--- src/rtl/multi_pkg.sv ---
// Shared constants, state type and ROM contents
// for the 8x8 matrix-multiply engine.
package multi_pkg;

  localparam int N  = 8;
  localparam int DW = 32;
  localparam int AW = 6;

  typedef enum logic [1:0] {
    IDLE,
    RUN,
    DONE
  } t_multi_state;

  // X[a] = a, row-major
  function automatic logic [DW-1:0] x_init(
    input logic [AW-1:0] a
  );
    return DW'(a);
  endfunction

  // Y[a] = a, row-major
  function automatic logic [DW-1:0] y_init(
    input logic [AW-1:0] a
  );
    return DW'(a);
  endfunction

endpackage

--- src/rtl/multi_ram.sv ---
// 64x32 simple dual-port RAM, registered read,
// write-through on same-address collision.
module multi_ram
  import multi_pkg::*;
(
  input  logic          i_clk,
  input  logic          i_we,
  input  logic [AW-1:0] i_waddr,
  input  logic [DW-1:0] i_wdata,
  input  logic [AW-1:0] i_raddr,
  output logic [DW-1:0] o_rdata
);

  logic [DW-1:0] r_mem [N*N];
  logic [DW-1:0] r_rdata;

  // Write port plus registered read; a write to the
  // address being read is forwarded so it is visible
  // on the very next cycle.
  always_ff @(posedge i_clk) begin
    if (i_we) begin
      r_mem[i_waddr] <= i_wdata;
    end
    if (i_we && (i_waddr == i_raddr)) begin
      r_rdata <= i_wdata;
    end else begin
      r_rdata <= r_mem[i_raddr];
    end
  end

  assign o_rdata = r_rdata;

endmodule

--- src/rtl/multi_top.sv ---
// Z = X * Y engine: one MAC per cycle, k innermost,
// two-stage pipe (ROM read, multiply-accumulate).
module multi_top
  import multi_pkg::*;
(
  input  logic          clk,
  input  logic          reset,
  input  logic          start,
  output logic          done,
  input  logic [AW-1:0] z_rd_addr,
  output logic [DW-1:0] z_dout
);

  t_multi_state r_state;
  t_multi_state w_next;

  logic          r_start_q;
  logic          w_edge;
  logic          w_launch;

  logic [2:0]    r_i;
  logic [2:0]    r_j;
  logic [2:0]    r_k;
  logic          r_drain;
  logic          w_issue;

  logic [DW-1:0] r_xd;
  logic [DW-1:0] r_yd;
  logic          r_s1_v;
  logic          r_s1_last;
  logic [AW-1:0] r_s1_waddr;

  logic [DW-1:0] r_acc;
  logic [DW-1:0] w_prod;
  logic [DW-1:0] w_sum;
  logic          w_we;
  logic          w_last_wr;

  assign w_edge    = start & ~r_start_q;
  assign w_issue   = (r_state == RUN) & ~r_drain;
  assign w_prod    = r_xd * r_yd;
  assign w_sum     = r_acc + w_prod;
  assign w_we      = r_s1_v & r_s1_last;
  assign w_last_wr = w_we & (r_s1_waddr == AW'(N*N-1));
  assign done      = (r_state == DONE);

  // Start edge detector, tracks start in every state
  always_ff @(posedge clk) begin
    if (reset) r_start_q <= 1'b0;
    else       r_start_q <= start;
  end

  // State register
  always_ff @(posedge clk) begin
    if (reset) r_state <= IDLE;
    else       r_state <= w_next;
  end

  // Next state; edges are only honoured outside RUN
  always_comb begin
    w_next   = r_state;
    w_launch = 1'b0;
    unique case (r_state)
      IDLE: begin
        if (w_edge) begin
          w_next   = RUN;
          w_launch = 1'b1;
        end
      end
      RUN: begin
        if (w_last_wr) w_next = DONE;
      end
      DONE: begin
        if (w_edge) begin
          w_next   = RUN;
          w_launch = 1'b1;
        end
      end
      default: w_next = IDLE;
    endcase
  end

  // i/j/k loop counters; drain flag stops issue
  // after the final (7,7,7) term is sent down the pipe
  always_ff @(posedge clk) begin
    if (reset || w_launch) begin
      r_i     <= '0;
      r_j     <= '0;
      r_k     <= '0;
      r_drain <= 1'b0;
    end else if (w_issue) begin
      r_k <= r_k + 3'd1;
      if (r_k == 3'd7) begin
        r_j <= r_j + 3'd1;
        if (r_j == 3'd7) begin
          r_i <= r_i + 3'd1;
          if (r_i == 3'd7) r_drain <= 1'b1;
        end
      end
    end
  end

  // X and Y ROMs, synchronous read
  always_ff @(posedge clk) begin
    r_xd <= x_init({r_i, r_k});
    r_yd <= y_init({r_k, r_j});
  end

  // Stage-1 control travelling with the ROM data
  always_ff @(posedge clk) begin
    if (reset) begin
      r_s1_v     <= 1'b0;
      r_s1_last  <= 1'b0;
      r_s1_waddr <= '0;
    end else begin
      r_s1_v     <= w_issue;
      r_s1_last  <= (r_k == 3'd7);
      r_s1_waddr <= {r_i, r_j};
    end
  end

  // Accumulator, cleared after each element write
  always_ff @(posedge clk) begin
    if (reset || w_launch) begin
      r_acc <= '0;
    end else if (r_s1_v) begin
      r_acc <= r_s1_last ? '0 : w_sum;
    end
  end

  multi_ram u_zram (
    .i_clk   (clk),
    .i_we    (w_we),
    .i_waddr (r_s1_waddr),
    .i_wdata (w_sum),
    .i_raddr (z_rd_addr),
    .o_rdata (z_dout)
  );

endmodule

--- config.mk ---
export PLATFORM = sky130hd
export DESIGN_NAME = multi_top
export DESIGN_NICKNAME = d
export VERILOG_FILES = /design/src/rtl/multi_pkg.sv /design/src/rtl/multi_ram.sv /design/src/rtl/multi_top.sv
export SDC_FILE = /design/constraint.sdc
export NUM_CORES = 2
export LEC_CHECK = 0
export CORE_MARGIN = 2
export CORE_UTILIZATION = 38
export CTS_CLUSTER_DIAMETER = 50
export DETAILED_ROUTE_END_ITERATION = 10
export PLACE_DENSITY_LB_ADDON = 0.1
export SLEW_MARGIN = 20
export SYNTH_ARGS = -nofsm -noshare
export SYNTH_HDL_FRONTEND = slang
export SYNTH_SLANG_ARGS = --single-unit
--- constraint.sdc ---
create_clock -name clk -period 7 [get_ports clk]
set_input_delay 1.05 -clock clk [delete_from_list [all_inputs] [get_ports clk]]
set_output_delay 1.05 -clock clk [all_outputs]
set_load 0.03 [all_outputs]
==> qor.yml <==
outcome:
  status: "finished clean"
layout:
  fill_cells: 18400
  drive_gt1_share_pct: 27.6
  final_area_um2: 95600
  ff_latch_area_um2: 62900
  final_cells: 7153
  multi_input_area_um2: 19400
  syn2layout_area_growth_pct: 15.8
  nets: 4166
power:
  p_comb_share_pct: 3.8
  internal_power_mw: 21.0
  p_clk_share_pct: 44.9
  p_switching_mw: 5.74
  seqPwrFrac_pct: 51.3
  sw_frac_of_total_pct: 21.5
  leakage_nw: 29.3
  ir_worst_vdd_mv: 0.282
  power_density_nw_per_um2: 279
detailed_routing:
  ant_nets: 0
  drc: 0
  dr.pass1.iters: 6
  viasPerCell: 5.60
  wirelength_um: 232000
  via_count: 40100
  wl_per_cell_um: 32.4
  drtIter0Drc: 3829
placement:
  place_congestion: 0.767
  dp_slack_ps: 1110
  post-dp-hpwl_um: 129000
  dpl_cell_area_um2: 88100
  dp_cells: 6713
  portBuffers: 41
clock_network:
  path_clk_slew_ps: 60
  cts-buffers-inserted: 238
  insertion_delay_ps: 860
  tritoncts: "yes"
  cts_sinks: 2116
  clockBufferDepth: 3
  cts_max_level: 4
  cts_resized: 0
  root_buffer: "clkbuf_16"
  post-cts-setup-buffers: 0
  holdBufCountCts: 0
timing:
  fin_ws_ps: 899
  rsz0062_at_grt: "false"
  min_period_over_period_pct: 87.2
  worstMarginPinSlew_ps: 1160
  slew_headroom_pct: 22.7
  finClkSkew_ps: 27.8
  min_period_ps: 6100
  tns_ps: 0
  hold_viol_final: 0
  fmaxAchievable_ghz: 0.164
  slew_viol_final: 0
  setup_violations: 0
floorplanning:
  dieArea_um2: 221000
  die_w_um: 470
  start_util_pct: 38.1
  io_pins: 42
  fp.coreArea_um2: 217000
  rows: 171
  die_h_um: 470
global_routing:
  grt_pass1_vias: 41100
  grt_usage_pct: 20.9
  grt_util_met3_pct: 3.21
  antenna_found_initial: 11
  grtUsageMet1_pct: 29.8
  grt_max_degree: 81
  grtUsageMet2_pct: 33.9
  grt.busiest_layer: "met2"
  grt_pass1_wl_um: 325000
  grt_remaining_overflow: 0
logic_synthesis:
  yosysUniqueCellTypes: 61
  yosys_most_used_dff: "edfxtp_1"
  synth_fp_nets: 3908
  yosysWarnings: 0
  ys_seq_elements: 2116
  syn_avg_cell_area_um2: 21.5
  synth_edf_count: 2048
  syn_area_um2: 82600
  syn_inst: 3842
  seq_area_frac_synth_pct: 76.1
  synth-async-reset-ratio_pct: 0
setup_path:
  cp-end-kind: "output port"
  start_kind: "register"
  critPathRequiredTime_ps: 5950
  worst-path-max-fanout: 25
  critPathArrivalTime_ps: 5050
  reg2reg_from: "r_yd[3]$_DFF_P_"
  worstSetupPathType: "reg2out"
hold_path:
  hp-class: "reg2reg"
  hp-start: "r_k[2]$_SDFFE_PP0P_"
run:
  max_cap_violations: 0
## per-layer routing
layer / part of all wire, % / vias to the layer above
li1: - / 16600
met1: 44 / 22100
met2: 48 / 1140
met3: 5.3 / 284
met4: 2.0 / 0
met5: 0 / -
## cells by family after synthesis
kind of cell    after synthesis  share of synthesized area, %
fa+ha+maj                    57                          1.06
buf+inv                     244                          1.56
compound gates              328                          2.56
flops                      2116                          76.1
xor+xnor                     32                         0.339
simple gates                455                          2.75
mux                         610                          15.6
## flip-flops by register name, indices dropped and copies added (netlist names), 3 cells and up, named ones only
| signal | count |
|---|---|
| r_acc | 32 |
| r_xd | 4 |
| r_j | 3 |
| r_i | 3 |
| r_yd | 5 |
| r_k | 3 |
| u_zram.r_mem | 2048 |
| r_s1_waddr | 6 |
## per-stage QoR
stage	util [%]	power, mW	hold WS [ps]
finish	44.1	26.7	375
global route	44.1	27.5	388
CTS	44.1	27.0	375
detailed placement	40.6	15.0	367
global placement	40.6	15.0	363
floorplan	-	14.6	354
## critical path: stages (launching register included)
cell and delay (ps):
dfxtp_4 820, buf_4 560, mux4_2 580, a211oi_1 290
a2111oi_0 110, a21oi_1 500, o221ai_1 510, clkdlybuf4s50_1 720
## cells in the mapped netlist, types with 34 or more instances
| library cell | number | share of area, % |
|---|---|---|
| edfxtp_1 | 2048 | 74 |
| nor3_1 | 34 | 0.21 |
| ha_1 | 35 | 0.53 |
| a211oi_1 | 58 | 0.53 |
| buf_2 | 44 | 0.27 |
| nand3_1 | 41 | 0.25 |
| mux4_2 | 542 | 15 |
| a21oi_1 | 100 | 0.61 |
| o22ai_1 | 46 | 0.35 |
| buf_4 | 38 | 0.35 |
| nor2_1 | 142 | 0.65 |
| mux2i_1 | 62 | 0.75 |
| clkbuf_1 | 96 | 0.44 |
| nand2_1 | 66 | 0.30 |
| nor2b_1 | 82 | 0.62 |
| inv_1 | 38 | 0.17 |
| dfxtp_1 | 68 | 1.6 |
## placed cells by master, fill, tap and decap left out, types with 49 or more instances in the layout
cell type | netlist | final
buf_4 | 38 | 157
mux2i_1 | 62 | 62
nor2_4 | 0 | 65
nor2_1 | 142 | 77
clkbuf_16 | 0 | 239
dfxtp_1 | 68 | 62
a21oi_1 | 100 | 100
nand2_1 | 66 | 66
edfxtp_1 | 2048 | 2048
nor2b_1 | 82 | 80
a211oi_1 | 58 | 58
mux4_2 | 542 | 542
clkbuf_1 | 96 | 49
## cell type report
class | instances | area share, %
inverters | 38 | 0.149
clock buffers | 289 | 6.46
clock inverters | 144 | 1.39
multi-input cells | 1482 | 20.3
flip-flops and latches | 2116 | 65.7
diodes | 6 | 0.0157
well taps | 2854 | 3.73
repair buffers | 224 | 2.25
## power by group through the flow
stage / clock network, mW / logic (mW) / registers [mW]
floorplan: 0 / 0.649 / 14.0
global placement: 0 / 1.03 / 14.0
detailed placement: 0 / 1.02 / 14.0
CTS: 12.3 / 1.03 / 13.7
global route: 12.8 / 1.06 / 13.7
finish: 12.0 / 1.00 / 13.7
## final timing paths
check                                   end  slack, ps  cells past startpoint
min reg2reg                 r_xd[2]$_DFF_P_        380                      0
min                         r_xd[2]$_DFF_P_        380                      0
max                               z_dout[4]        900                      7
max reg2reg  u_zram.r_mem[12][27]$_DFFE_PP_       1190                     16
Note: power is estimated with default switching activity, not from simulation.
